`src/rtl/descriptor_input_receiver.sv`:
```
`default_nettype none
// ============================================================================
// Module   : descriptor_input_receiver
// Brief    : Descriptor receive FIFO with registered ack, show-ahead output
//            and a saturating overflow drop counter.
// Revision : 1.0
// ============================================================================
module descriptor_input_receiver #(
    parameter int DEPTH = 8,
    parameter int AW    = 3
) (
    input  logic          i_clk,
    input  logic          i_rst,
    input  logic [39:0]   iv_descriptor,
    input  logic          i_descriptor_wr,
    output logic          o_descriptor_ack,
    output logic [39:0]   ov_descriptor,
    output logic          o_descriptor_valid,
    input  logic          i_descriptor_rd,
    output logic [AW:0]   ov_fifo_usedw,
    output logic          o_fifo_full,
    output logic          o_descriptor_drop,
    output logic [15:0]   ov_drop_cnt
);

    localparam logic [AW:0] c_DEPTH = (AW+1)'(DEPTH);
    localparam logic [15:0] c_CNT_MAX = 16'hFFFF;

    logic [39:0]   r_mem [DEPTH];
    logic [AW-1:0] r_wr_ptr;
    logic [AW-1:0] r_rd_ptr;
    logic [AW:0]   r_count;
    logic          r_ack;
    logic          r_drop;
    logic [15:0]   r_drop_cnt;

    logic          w_pop;
    logic          w_push_ok;
    logic          w_drop;

    // A write while full is still accepted when the head leaves in the same cycle.
    assign w_pop     = i_descriptor_rd & (r_count != '0);
    assign w_push_ok = i_descriptor_wr & ((r_count < c_DEPTH) | w_pop);
    assign w_drop    = i_descriptor_wr & ~w_push_ok;

    always_ff @(posedge i_clk) begin
        if (w_push_ok && !i_rst) begin
            r_mem[r_wr_ptr] <= iv_descriptor;
        end
    end

    always_ff @(posedge i_clk) begin
        if (i_rst) begin
            r_wr_ptr   <= '0;
            r_rd_ptr   <= '0;
            r_count    <= '0;
            r_ack      <= 1'b0;
            r_drop     <= 1'b0;
            r_drop_cnt <= '0;
        end else begin
            r_ack  <= w_push_ok;
            r_drop <= w_drop;
            if (w_push_ok) begin
                r_wr_ptr <= r_wr_ptr + 1'b1;
            end
            if (w_pop) begin
                r_rd_ptr <= r_rd_ptr + 1'b1;
            end
            if (w_push_ok && !w_pop) begin
                r_count <= r_count + 1'b1;
            end else if (w_pop && !w_push_ok) begin
                r_count <= r_count - 1'b1;
            end
            if (w_drop && (r_drop_cnt != c_CNT_MAX)) begin
                r_drop_cnt <= r_drop_cnt + 1'b1;
            end
        end
    end

    assign o_descriptor_ack   = r_ack;
    assign o_descriptor_drop  = r_drop;
    assign ov_drop_cnt        = r_drop_cnt;
    assign ov_descriptor      = r_mem[r_rd_ptr];
    assign o_descriptor_valid = (r_count != '0);
    assign o_fifo_full        = (r_count == c_DEPTH);
    assign ov_fifo_usedw      = r_count;

endmodule
`default_nettype wire

```
`config.mk`:
```
export PLATFORM = sky130hd
export DESIGN_NAME = descriptor_input_receiver
export DESIGN_NICKNAME = d
export VERILOG_FILES = /design/src/rtl/descriptor_input_receiver.sv
export SDC_FILE = /design/constraint.sdc
export NUM_CORES = 1
export LEC_CHECK = 0
export BUFFER_PORTS_ARGS = -buffer_cell sky130_fd_sc_hd__buf_4
export CORE_MARGIN = 8
export CORE_UTILIZATION = 35
export DETAILED_ROUTE_END_ITERATION = 8
export HOLD_SLACK_MARGIN = 0.08
export PLACE_DENSITY = 0.59
export SLEW_MARGIN = 25
export SYNTH_ARGS = -nofsm -noshare
export SYNTH_HDL_FRONTEND = slang
export SYNTH_SLANG_ARGS = --single-unit
```
`constraint.sdc`:
```
create_clock -name i_clk -period 6.9 [get_ports i_clk]
set_clock_uncertainty 0.05 [all_clocks]
set_input_delay 0.69 -clock i_clk [delete_from_list [all_inputs] [get_ports i_clk]]
set_output_delay 0.69 -clock i_clk [all_outputs]
set_load 0.03 [all_outputs]
```
# Word level (Yosys, flattened, before mapping)

Memory sizes are Yosys's and may differ from the RTL's. A register that Yosys moved wholly into a read port is not among the register bits.
Cells that the tools add are included.

Register bits: 28
RAM bits: 320
Bits of input ports: 44
Output and inout port bits: 64
Word-level logic and storage cells: 35
Memories kept: 1

$add $sub $neg: 5
$lt $le $gt $ge: 1
Equal/unequal tests: 2
Multiplexer cells: 6
Bitwise logic cells: 5
Reduce and logical (&&, ||, !) cells: 9

Memories:

| memory | depth | width | rd ports | clocked after memory_dff | wr ports | RTL line | text |
|---|---|---|---|---|---|---|---|
| r_mem  | 8     | 40    | 1        | 1                        | 1        | 29       | `logic [39:0] r_mem [DEPTH];` |

Operators with widths:

| operator              | number |
|---|---|
| $add 16x1->16 const B | 1 |
| $ne 16x16->1 const B  | 1 |
| $mux 4                | 2 |
| $add 3x1->3 const B   | 2 |
| $mux 3                | 2 |
| $add 4x1->4 const B   | 1 |
| $eq 4x4->1 const B    | 1 |
| $logic_and 1x1->1     | 4 |
| $lt 4x4->1 const B    | 1 |
| $reduce_bool 4->1     | 1 |
| $sub 4x1->4 const B   | 1 |
| $and 1x1->1           | 3 |
| $logic_not 1->1       | 3 |
| $mux 1                | 2 |
| $reduce_bool 2->1     | 1 |
| $not 1->1             | 1 |
| $or 1x1->1            | 1 |

# Longest topological paths before layout

Gate-level depths: netlist of the first run.

Depth in word-level cells: 8
Depth in mapped cells: 10
Mapped depth without buffers: 10

# Least setup slack after synthesis of the first run

Ideal clock, no wire load.

Path kind: in2reg
Start: in i_descriptor_rd
End: mem r_mem[0][0] (enable)
Setup time: 487 ps
Arrival time: 3882 ps
Data required time: 6363 ps
Slack: 2481 ps
Cell stages on the path: 4
Path buffers: 0
Path through: nor2b_1 nor3b_1 nand2b_1 nor3_1

Cells in the longest elaborated chain, start to end: 6

RTL lines:

| item                         | RTL line | text |
|---|---|---|
| start, declared              | 19       | `input logic i_descriptor_rd,` |
| $and 1x1->1                  | 42       | `assign w_pop = i_descriptor_rd & (r_count != '0);` |
| $or 1x1->1                   | 43       | `assign w_push_ok = i_descriptor_wr & ((r_count < c_DEPTH) \| w_pop);` |
| $and 1x1->1                  | 43       |  |
| $logic_and 1x1->1            | 47       | `if (w_push_ok && !i_rst) begin` |
| $mux 1                       | 47       |  |
| $mux 1 (not written as such) | 48       | `r_mem[r_wr_ptr] <= iv_descriptor;` |
| end, declared                | 29       |  |

Every way passes these cells.

==> run_results.csv, run 1 <==
group,metric,value,unit
outcome,outcome,"finished, final reports clean",
placement,hpwl,14440,um
synthesis,synth.top_cell.area_share,0.7114,
timing,drv_slew,0,
drt,vias,6487,
drt,drtPass1Iterations,4,
setup_path,cp-end-kind,"output port",
timing,worst_pin_slew,857.1,ps
drt,met1_length,12070,um
floorplan,io_pins,108,
floorplan,rows,72,
placement,place_ws,3218,ps
clocking,postCtsSetupBuffers,0,
synthesis,seq_area_frac_synth,0.7573,
synthesis,synth_nets,694,
floorplan,fp.dieW,212.5,um
clocking,cts_tree,"yes",
timing,max_freq,244.2,MHz
synthesis,yosys.cell_types.count,37,
finish,final_util,0.4214,
setup_path,startpoint_type,"register",
clocking,ctsResizeCount,0,
setup_path,reg2reg_from,"ov_fifo_usedw[3]",
drt,antenna_left,0,
synthesis,synth.avg_cell_area,21.01,um^2
clocking,insertion_delay,520,ps
finish,layout-drive-gt1-share,0.3831,
synthesis,synth-main-ff-cell,"edfxtp_1",
synthesis,ys_warn_count,0,
placement,dp.cells,1252,
setup_path,ff2ff_path_depth,9,
min_path,hold_end,"r_mem[1][26]",
floorplan,initial_utilization,0.3520,
grt,grt.overflow.total,0,
power,switching_share,0.2707,
synthesis,synth_area_leaders,"edfxtp_1 (71%), mux4_2 (13%), dfxtp_1 (4.6%)",
timing,rsz0062_at_grt,"no",
power,ir_drop,0.0002099,V
grt,grt_max_degree,42,
finish,fin_area,0.01617,mm^2
floorplan,coreArea,0.03838,mm^2
timing,layout_min_cycle_time,4094,ps
setup_path,r2r_end,"ov_fifo_usedw[3]",
min_path,hold_class,"in2reg",
min_path,min_from,"iv_descriptor[26]",
clocking,clockBufferDepth,3,
drt,remaining_drc_errors,0,
drt,drt_wl_total,27420,um
placement,place.gp.congestion,0.7437,
grt,antenna_found_initial,1,
setup_path,crit_type,"reg2out",
timing,relSlewSlack,0.4286,
power,clockPowerShare,0.338,
power,p_int,4127,uW
grt,grt_pass1_wl,42160,um
timing,setup_viol,0,
drt,drt_iter0_drc,266,
power,combPwrFrac,0.217,
drt,wl_per_cell,20.74,um
grt,first_global_vias,7040,
setup_path,cp.required,6160,ps
timing,hold_violations,0,
synthesis,syn_inst,643,
job,drv_cap,0,
synthesis,syn-cell-area,0.01351,mm^2
clocking,clk_pin_slew_worst_paths,60,ps
setup_path,r2r_slack,4140,ps
setup_path,cp_max_fo,41,
power,power_density,349.9,mW/mm^2
drt,wl_met3,1457,um
floorplan,die_y,212.5,um
finish,synthToLayoutAreaGrowth,19.73,%
power,p_seq_frac,0.445,
drt,top_layer,"met5",
min_path,hold_depth,1,
finish,final_nets,825,
floorplan,fp.dieArea,0.04514,mm^2
clocking,cts_buffers,38,
finish,antennaDiodeCount,0,
timing,setup_tns,0,ps
drt,wl_met2,13370,um
clocking,cts.sinks,351,
clocking,htree_num_levels,2,
clocking,clock-root-buffer,"clkbuf_16",
synthesis,synth_edf_count,320,
timing,fin_ws,2806,ps
placement,portBuffers,107,
setup_path,critical_path_arrival,3350,ps
power,power_switching,1532,uW
placement,place_area,0.01499,mm^2
timing,fin_crit_sh,0.5934,
clocking,cts_hold_buf,0,
power,power.leakage,0.005163,uW
synthesis,synth_top_area_cell,"edfxtp_1",
grt,track_usage,0.1230,
drt,routed_via_density,4.907,
synthesis,ys_ff_latch,351,
finish,layout.cells.non_filler,1322,
synthesis,async_flop_share,0,
power groups by stage:
stage	registers [uW]	logic, uW	clock network, uW
floorplan	2480	954	0
global placement	2570	1250	0
detailed placement	2570	1260	0
CTS	2520	1270	1970
global route	2540	1320	2050
finish	2520	1230	1910
worst max-delay path by stage:
stage               startpoint                end  depth (start not counted)
2_1_floorplan  i_descriptor_rd        r_mem[0][0]                          4
3_3_place_gp          register  ov_descriptor[38]                          4
3_5_place_dp          register  ov_descriptor[28]                          4
4_1_cts               register   ov_descriptor[0]                          4
5_1_grt               register   ov_descriptor[0]                          4
6_report              register   ov_descriptor[0]                          4
registers in the layout, summed over array words and instances, names as in the netlist, named ones only:
register and count:
r_mem 320, r_rd_ptr 3, ov_fifo_usedw 4, ov_drop_cnt 16, r_wr_ptr 3, o_descriptor_drop 1
o_descriptor_ack 1
through the flow:
| step | power, uW | hold WS [ps] |
|---|---|---|
| floorplan | 3432 | 404.1 |
| global placement | 3818 | 414.9 |
| detailed placement | 3830 | 427.2 |
| CTS | 5761 | 312.3 |
| global route | 5916 | 325.4 |
| finish | 5659 | 345.3 |
synthesized netlist by cell type (2+ instances only):
cell type and number:
dfxtp_1 31, mux2_2 46, inv_1 6, nand2b_1 6, a21oi_1 13, or4_1 7
nor3_1 6, edfxtp_1 320, ha_1 6, or3_1 5, nor2_1 25, nand4_1 3
mux2i_1 2, nand3_1 11, nor2b_1 7, xor2_1 5, nor4_1 2, o31ai_1 6
buf_2 9, mux4_2 80, nand2_1 13, clkbuf_1 17, o21ai_0 3
cell usage in the layout, fill, tap and decap left out, types with 2 or more instances in the layout:
cell type / synthesis / routed
mux2i_1: 2 / 2
nor3_1: 6 / 4
or3_1: 5 / 5
clkinv_1: 0 / 11
buf_4: 0 / 118
nor2b_1: 7 / 7
a21oi_1: 13 / 13
clkinv_2: 0 / 5
xor2_1: 5 / 5
bufinv_16: 0 / 2
inv_1: 6 / 6
dfxtp_4: 0 / 2
edfxtp_1: 320 / 320
nand2b_1: 6 / 6
nand2_1: 13 / 13
nand4_1: 3 / 3
clkbuf_1: 17 / 9
or4_1: 7 / 7
mux4_2: 80 / 80
nor2_4: 0 / 6
o21ai_0: 3 / 3
nor3_2: 0 / 2
clkinvlp_4: 0 / 2
o31ai_1: 6 / 6
nor4_1: 2 / 2
nand3_1: 11 / 11
mux2_2: 46 / 46
dfxtp_1: 31 / 28
ha_1: 6 / 6
clkbuf_16: 0 / 39
nor2_1: 25 / 19
area by class of cell:
class | instances | area, um^2
Sequential cell | 351 | 10240
Inverter | 6 | 22.52
Timing Repair Buffer | 118 | 885.9
Fill cell | 3435 | 22200
Clock buffer | 48 | 1010
Multi-Input combinational cell | 259 | 3198
Clock inverter | 22 | 170.2
Tap cell | 518 | 648.1
logic make-up after synthesis:
group | after synthesis | share of synthesized area
AOI/OAI and AO/OA | 25 | 0.01093
xor gates and xnor gates | 6 | 0.003890
adders and majority gates | 7 | 0.007040
buffers and inverters | 33 | 0.01000
DFF | 351 | 0.7573
muxes | 128 | 0.1732
and+or+nand+nor | 93 | 0.03761
routing by layer:
metal,global-route usage,vias to the layer above
li1,-,2931
met1,0.1606,3390
met2,0.2014,125
met3,0.03140,39
met4,0.03522,2
met5,0,-
worst max-delay path: stages, from the launching register on:
cell and delay [ps]:
dfxtp_4 910, buf_4 780, mux4_2 610, mux2_2 310, buf_4 180
(Power assumes the default switching activity.)
==> run 2, diff against run 1 <==
==> constraint.sdc (replaced) <==
create_clock -name i_clk -period 4.1 [get_ports i_clk]
set_clock_uncertainty 0.05 [all_clocks]
set_input_delay 0.41 -clock i_clk [delete_from_list [all_inputs] [get_ports i_clk]]
set_output_delay 0.41 -clock i_clk [all_outputs]
set_load 0.03 [all_outputs]
==> run 2 against run 1 <==
First-iteration DRC count increased by 6.4%; count of clock-buffer cells in the layout decreased by 2; final cell count increased by 2.9%; critical path depth unchanged; critical endpoint is now ov_descriptor[16]; largest cell class unchanged.
==> run_results.csv, run 2 (synthesis gave the netlist of run 1 again) <==
group,metric,value,unit
placement,dp.cells,1257,
finish,layout.cells.non_filler,1360,
power,p_int,7197,uW
power,combPwrFrac,0.225,
clocking,htree_num_levels,2,
job,drv_cap,0,
finish,fin_area,0.01672,mm^2
floorplan,rows,72,
setup_path,crit_type,"reg2out",
timing,drv_slew,0,
finish,regMostFlops,"r_mem",
drt,drtPass1Iterations,4,
clocking,clockBufferDepth,3,
drt,vias,6637,
timing,max_freq,322.3,MHz
power,p_seq_frac,0.428,
timing,fin_crit_sh,0.7567,
power,power_switching,2632,uW
power,power.leakage,0.005376,uW
finish,synthToLayoutAreaGrowth,23.80,%
floorplan,die_y,212.5,um
floorplan,io_pins,108,
placement,place_area,0.01511,mm^2
floorplan,fp.dieArea,0.04514,mm^2
timing,layout_min_cycle_time,3103,ps
grt,grt_pass1_wl,42920,um
timing,worst_pin_slew,729.9,ps
setup_path,cp_max_fo,29,
clocking,ctsResizeCount,0,
grt,grt.overflow.total,0,
finish,final_nets,866,
finish,final_common_cell,"edfxtp_1",
clocking,clock-root-buffer,"clkbuf_16",
grt,antenna_found_initial,3,
drt,drt_iter0_drc,283,
setup_path,cp-end-kind,"output port",
floorplan,fp.dieW,212.5,um
timing,setup_viol,0,
floorplan,coreArea,0.03838,mm^2
drt,remaining_drc_errors,0,
grt,first_global_vias,7186,
floorplan,initial_utilization,0.3520,
grt,grt_max_degree,41,
drt,drt_wl_total,27940,um
finish,final_util,0.4358,
drt,antenna_left,0,
drt,wl_per_cell,20.54,um
placement,hpwl,15930,um
timing,relSlewSlack,0.5094,
clocking,cts_tree,"yes",
placement,place.gp.congestion,0.7755,
finish,largest_reg_flops,320,
clocking,insertion_delay,500,ps
min_path,hold_class,"in2reg",
clocking,clk_pin_slew_worst_paths,60,ps
timing,setup_tns,0,ps
power,switching_share,0.2677,
setup_path,cp.required,3640,ps
outcome,outcome,"finished, final reports clean",
setup_path,startpoint_type,"register",
finish,fillers,3377,
clocking,cts_buffers,39,
grt,track_usage,0.1238,
power,ir_drop,0.0002939,V
finish,layout_common_cells,"edfxtp_1 (320), buf_4 (118), mux4_2 (80)",
power,power_density,587.7,mW/mm^2
timing,rsz0062_at_grt,"no",
drt,routed_via_density,4.880,
timing,hold_violations,0,
setup_path,critical_path_arrival,2640,ps
clocking,cts.sinks,351,
finish,layout-drive-gt1-share,0.3829,
power,clockPowerShare,0.348,
placement,portBuffers,107,
## run 2: changes by cell type in the layout (fill, tap and decap cells not counted), moves of 2 or more
| cell | change |
|---|---|
| dlygate4sd3_1 | +35 |
| bufinv_16 | +2 |
| nor3_2 | -2 |
| buf_12 | +5 |
| clkbuf_16 | +2 |
| nor3_4 | +2 |
| clkinv_2 | +2 |
| clkinv_1 | -8 |
| clkbuf_1 | -4 |
| clkinvlp_4 | +4 |
## run 2: area by class of cell
| cell class | instances | area, um^2 | share of cell area |
|---|---|---|---|
| tap | 518 | 648.1 | 0.03876 |
| clock inverter | 21 | 220.2 | 0.01317 |
| multi-input combinational | 259 | 3211 | 0.1920 |
| sequential | 351 | 10240 | 0.6122 |
| inverter | 6 | 22.52 | 0.001347 |
| timing repair buffer | 158 | 1336 | 0.07990 |
| antenna | 1 | 2.502 | 0.0001496 |
| clock buffer | 46 | 1045 | 0.06247 |
## run 2: final timing paths
check,from,slack [ps],endpoint,cells past startpoint
min,iv_descriptor[4],100,r_mem[5][4],1
max,register,1000,ov_descriptor[16],4
min reg2reg,r_rd_ptr[1],440,register,2
max reg2reg,ov_fifo_usedw[3],1380,ov_fifo_usedw[3],9
## run 2: repair_timing
item                      in CTS  in global routing
hold buffers                  35                  0
setup buffers                  0                  0
hold endpoints to repair     269                  0
## run 2: metrics by stage
step | hold WS (ps) | setup WS (ps) | total power, uW
global route | 84.84 | 839.6 | 10240
global placement | 432.0 | 1443 | 6502
floorplan | 404.1 | 851.1 | 5775
CTS | 81.42 | 913.0 | 9986
finish | 100.1 | 997.5 | 9828
detailed placement | 425.8 | 1388 | 6513
## run 2: worst max-delay path: stages (launching register included)
cell     delay (ps)
dfxtp_4         740
buf_12          340
mux4_2          540
mux2_2          310
buf_4           180
## run 2: power by group through the flow
stage	clock [uW]	sequential, uW	combinational [uW]
after global placement	0	4280	2230
final	3420	4200	2210
after detailed placement	0	4290	2230
after CTS	3510	4210	2270
after floorplan	0	4170	1610
after global routing	3640	4230	2370
## run 2: routing by layer
layer  up-vias  wire length (um)  global-route usage
met5         -                22                   0
met4         4               520             0.03118
met3        49              1527             0.02992
met2       139             13170              0.1967
met1      3440             12700              0.1697
li1       3005                 -                   -
